==> src/rtl/mp_add_pkg.sv <==
// rtl/mp_add_pkg.sv - shared state encoding and sizing helper for mp_add_seq
package mp_add_pkg;

    typedef logic [1:0] state_t;

    localparam state_t ST_IDLE = 2'd0;
    localparam state_t ST_RUN  = 2'd1;
    localparam state_t ST_DONE = 2'd2;

    // Word index width; a single-word operand still needs a 1-bit index.
    function automatic int idx_width(input int words);
        return (words > 1) ? $clog2(words) : 1;
    endfunction

endpackage

==> src/rtl/mp_add_seq_add_n.sv <==
// rtl/mp_add_seq_add_n.sv - combinational N-bit adder with carry in/out
module add_n #(
    parameter int N = 8
) (
    input  logic [N-1:0] x,
    input  logic [N-1:0] y,
    input  logic         ci,
    output logic [N-1:0] s,
    output logic         co
);

    logic [N:0] total;

    // One extra bit captures the carry out of the word.
    assign total = {1'b0, x} + {1'b0, y} + (N+1)'(ci);
    assign s     = total[N-1:0];
    assign co    = total[N];

endmodule

==> src/rtl/mp_add_seq.sv <==
// rtl/mp_add_seq.sv - word-serial multi-precision add/subtract sequencer
module mp_add_seq
    import mp_add_pkg::*;
#(
    parameter int N     = 8,
    parameter int WORDS = 4
) (
    input  logic               clk,
    input  logic               rst,
    input  logic               start_valid,
    output logic               start_ready,
    input  logic [N*WORDS-1:0] a,
    input  logic [N*WORDS-1:0] b,
    input  logic               cin,
    input  logic               sub,
    output logic               res_valid,
    input  logic               res_ready,
    output logic [N*WORDS-1:0] sum,
    output logic               cout,
    output logic               busy
);

    localparam int W  = N * WORDS;
    localparam int IW = idx_width(WORDS);
    localparam logic [IW-1:0] IDX_LAST = IW'(WORDS - 1);

    state_t          state;
    logic [W-1:0]    a_reg;
    logic [W-1:0]    b_reg;
    logic            carry;
    logic [IW-1:0]   idx;
    logic [N-1:0]    add_s;
    logic            add_co;

    // Operands are shift registers, so the adder always sees the low word.
    add_n #(.N(N)) u_add (
        .x  (a_reg[N-1:0]),
        .y  (b_reg[N-1:0]),
        .ci (carry),
        .s  (add_s),
        .co (add_co)
    );

    // Sequencer: capture operands, ripple one word per cycle, hold result.
    always_ff @(posedge clk) begin
        if (rst) begin
            state <= ST_IDLE;
            a_reg <= '0;
            b_reg <= '0;
            carry <= 1'b0;
            idx   <= '0;
            sum   <= '0;
            cout  <= 1'b0;
        end else begin
            case (state)
                ST_IDLE: begin
                    if (start_valid) begin
                        a_reg <= a;
                        // Subtraction becomes a + ~b + ~cin.
                        b_reg <= sub ? ~b : b;
                        carry <= cin ^ sub;
                        idx   <= '0;
                        state <= ST_RUN;
                    end
                end
                ST_RUN: begin
                    sum[int'(idx)*N +: N] <= add_s;
                    carry <= add_co;
                    a_reg <= a_reg >> N;
                    b_reg <= b_reg >> N;
                    idx   <= idx + 1'b1;
                    if (idx == IDX_LAST) begin
                        cout  <= add_co;
                        state <= ST_DONE;
                    end
                end
                ST_DONE: begin
                    if (res_ready) begin
                        state <= ST_IDLE;
                    end
                end
                default: state <= ST_IDLE;
            endcase
        end
    end

    assign start_ready = (state == ST_IDLE);
    assign res_valid   = (state == ST_DONE);
    assign busy        = (state != ST_IDLE);

endmodule

==> config.mk <==
export PLATFORM = sky130hd
export DESIGN_NAME = mp_add_seq
export DESIGN_NICKNAME = d
export VERILOG_FILES = /design/src/rtl/mp_add_pkg.sv /design/src/rtl/mp_add_seq_add_n.sv /design/src/rtl/mp_add_seq.sv
export SDC_FILE = /design/constraint.sdc
export NUM_CORES = 1
export LEC_CHECK = 0
export BUFFER_PORTS_ARGS = -buffer_cell sky130_fd_sc_hd__buf_2
export CAP_MARGIN = 20
export CORE_MARGIN = 4
export CORE_UTILIZATION = 55
export DETAILED_ROUTE_END_ITERATION = 16
export PLACE_DENSITY = 0.77
export SLEW_MARGIN = 20
export SYNTH_ARGS = -nofsm -noshare
export SYNTH_HDL_FRONTEND = slang
export SYNTH_SLANG_ARGS = --single-unit
export TNS_END_PERCENT = 20
==> constraint.sdc <==
create_clock -name clk -period 2.9 [get_ports clk]
set_clock_uncertainty 0.2 [all_clocks]
set_input_delay 0.58 -clock clk [delete_from_list [all_inputs] [get_ports clk]]
set_output_delay 0.58 -clock clk [all_outputs]
set_load 0.03 [all_outputs]
==> flow_metrics.py <==
metrics = {
    "status": {
        "status": "finished, final reports clean",
    },
    "die": {
        "initial_core_util": 0.5661,
        "placementRows": 34,
        "die_area_sq_mm": 0.01056,
        "die_x_microns": 102.7,
        "core_sq_mm": 0.008721,
        "io_pins": 106,
        "die_h_microns": 102.7,
    },
    "clock_network": {
        "htreeDepth": 3,
        "root_buffer": "clkbuf_8",
        "cts_tree": "yes",
        "clock_latency_ns": 0.37,
        "ctsHoldBuffers": 0,
        "cts.reportedPaths.clkPinSlew_ns": 0.10,
        "cts_resized": 0,
        "clock_sinks": 102,
        "post_cts_buffers": 0,
        "cts_buffers": 9,
        "clock_path_buffers": 2,
    },
    "worst_setup_path": {
        "critPathLaunchType": "register",
        "cp.required_ns": 2.95,
        "crit_path_end_kind": "register",
        "arrival_ns": 2.60,
        "critPathKind": "register to register",
        "cp_max_fo": 4,
    },
    "routing": {
        "drt_iter0_markers": 290,
        "vias": 4414,
        "route.detailed.drc": 0,
        "wl_per_cell_microns": 15.11,
        "dr.pass1.iters": 7,
        "vias_per_cell": 5.688,
        "drt-total-wl_mm": 11.72,
        "detail-route-antenna-nets": 0,
    },
    "timing": {
        "setup_viol": 0,
        "period_share": 0.8796,
        "max-slew-margin-rel": 0.4847,
        "maxSlewViolCount": 0,
        "fin_setup_tns_ns": 0,
        "rsz0062_at_grt": "false",
        "min_period_ns": 2.551,
        "tightest_slew_ns": 0.7730,
        "hold_viol_final": 0,
        "max_freq_mhz": 392.0,
    },
    "power_and_ir_drop": {
        "peakVddDrop_v": 0.0002736,
        "power_mw": 3.076,
        "p_leak_nw": 2.492,
        "power-per-cell-area_mw_per_mm2": 540.4,
    },
    "layout": {
        "drive_gt1_frac": 0.2246,
        "final_common_cell": "nor2_1",
        "num_antenna_cells": 0,
        "final_cell_mix": "nor2_1 (121), buf_2 (105), dfxtp_1 (102), a21oi_1 (55), a22oi_1 (42)",
        "fin_nets": 748,
        "fill_cells": 749,
        "design_area_sq_mm": 0.005692,
        "syn_to_final_growth_pct": 15.28,
    },
    "global_route": {
        "track_usage": 0.2274,
        "grt-ovfl-total": 0,
        "grt_first_pass_wirelength_mm": 19.26,
        "grt_max_degree": 55,
        "grt_pass1_vias": 4126,
        "antenna_found_initial": 0,
    },
    "placement": {
        "io_buffer_count": 105,
        "place_area_sq_mm": 0.005485,
        "dp_hpwl_mm": 8.427,
        "routabilityCongestion": 0.7730,
    },
    "yosys": {
        "synth_cell_type_count": 39,
        "ys_ff_latch": 102,
        "synth_area_per_cell_sq_um": 8.454,
        "synth_nets": 669,
        "syn_area_sq_mm": 0.004937,
        "syn_inst": 584,
        "yosys_warnings": 0,
        "yosysSeqAreaShare": 0.4136,
        "synth_edf_count": 0,
        "async_flop_share": 0,
        "yosys_most_used_dff": "dfxtp_1",
    },
    "flow_run": {
        "cap_violations": 0,
    },
    "worst_hold_path": {
        "hold_class": "primary input to register",
    },
}
per-layer routing:
layer | vias up | wire [microns] | global-route usage
met5 | - | 0 | 0
met4 | 0 | 225 | 0.08068
met3 | 25 | 936 | 0.04398
met2 | 154 | 5524 | 0.3704
met1 | 2042 | 5038 | 0.3025
li1 | 2193 | - | -
worst paths after layout:
check / end / cells after the start / slack (ns) / from
min reg2reg: b_reg[19]$_SDFFE_PP0P_ / 2 / 0.26 / b_reg[19]$_SDFFE_PP0P_
max reg2reg: sum[14]$_SDFFE_PP0P_ / 7 / 0.35 / a_reg[0]$_SDFFE_PP0P_
max: sum[14]$_SDFFE_PP0P_ / 7 / 0.35 / a_reg[0]$_SDFFE_PP0P_
min: a_reg[28]$_SDFFE_PP0P_ / 3 / 0.25 / a[28]
power breakdown:
group	switching, mW	leakage, nW	internal (mW)
Combinational	0.358	1.55	0.242
Sequential	0.0635	0.836	1.49
Clock	0.496	0.103	0.427
Yosys cell counts (2+ instances only):
cell | count | area share
buf_2 | 8 | 0.0081
a22oi_1 | 42 | 0.064
a21oi_1 | 55 | 0.056
a2111oi_0 | 9 | 0.016
nand3b_1 | 9 | 0.014
nor3_1 | 8 | 0.0081
ha_1 | 13 | 0.033
xor2_1 | 22 | 0.039
a211oi_1 | 2 | 0.0030
nand2_4 | 2 | 0.0046
nand2b_1 | 6 | 0.0076
fa_1 | 2 | 0.0081
dfxtp_1 | 102 | 0.41
buf_6 | 2 | 0.0046
clkbuf_1 | 33 | 0.025
inv_1 | 15 | 0.011
nor2_1 | 121 | 0.092
nor2b_1 | 17 | 0.022
nor4b_4 | 3 | 0.014
nand2_1 | 34 | 0.026
o21ai_0 | 8 | 0.0081
or2_2 | 2 | 0.0025
buf_4 | 4 | 0.0061
o221a_2 | 9 | 0.021
xnor2_1 | 16 | 0.028
a222oi_1 | 9 | 0.018
o21ai_1 | 4 | 0.0041
o211ai_1 | 16 | 0.024
stage by stage:
step	hold slack, ns	worst slack (ns)	util	std cells
global route	0.2550	0.1677	0.6527	776
CTS	0.2379	0.3549	0.6527	776
finish	0.2507	0.3492	0.6527	776
floorplan	0.2316	0.5938	-	584
global placement	0.2388	0.4322	0.6290	760
detailed placement	0.2447	0.3953	0.6290	760
critical path: stages, from the launching register on:
cell	delay, ns
dfxtp_1	0.35
fa_1	0.49
fa_1	0.43
a21oi_1	0.23
o21ai_0	0.12
a21oi_1	0.20
xor2_1	0.27
o21ai_0	0.14
layout make-up:
cell class,count,area [sq um],area share
clock buffer,10,137.6,0.02418
clock inverter,6,68.82,0.01209
inverter,15,56.30,0.009892
multi-input combinational,419,2619,0.4601
sequential,102,2042,0.3588
tap,108,135.1,0.02374
timing repair buffer,116,633.1,0.1112
kinds of logic (layout without fill, tap and decap cells):
family	after synthesis	in the layout	share of synthesized area
AOI/OAI and AO/OA	159	159	0.2215
xor gates and xnor gates	38	38	0.06741
adders and majority gates	15	15	0.04106
buffers and inverters	63	147	0.05601
DFF	102	102	0.4136
and+or+nand+nor	207	207	0.2005
No activity file was read; power rests on OpenSTA's default activity.
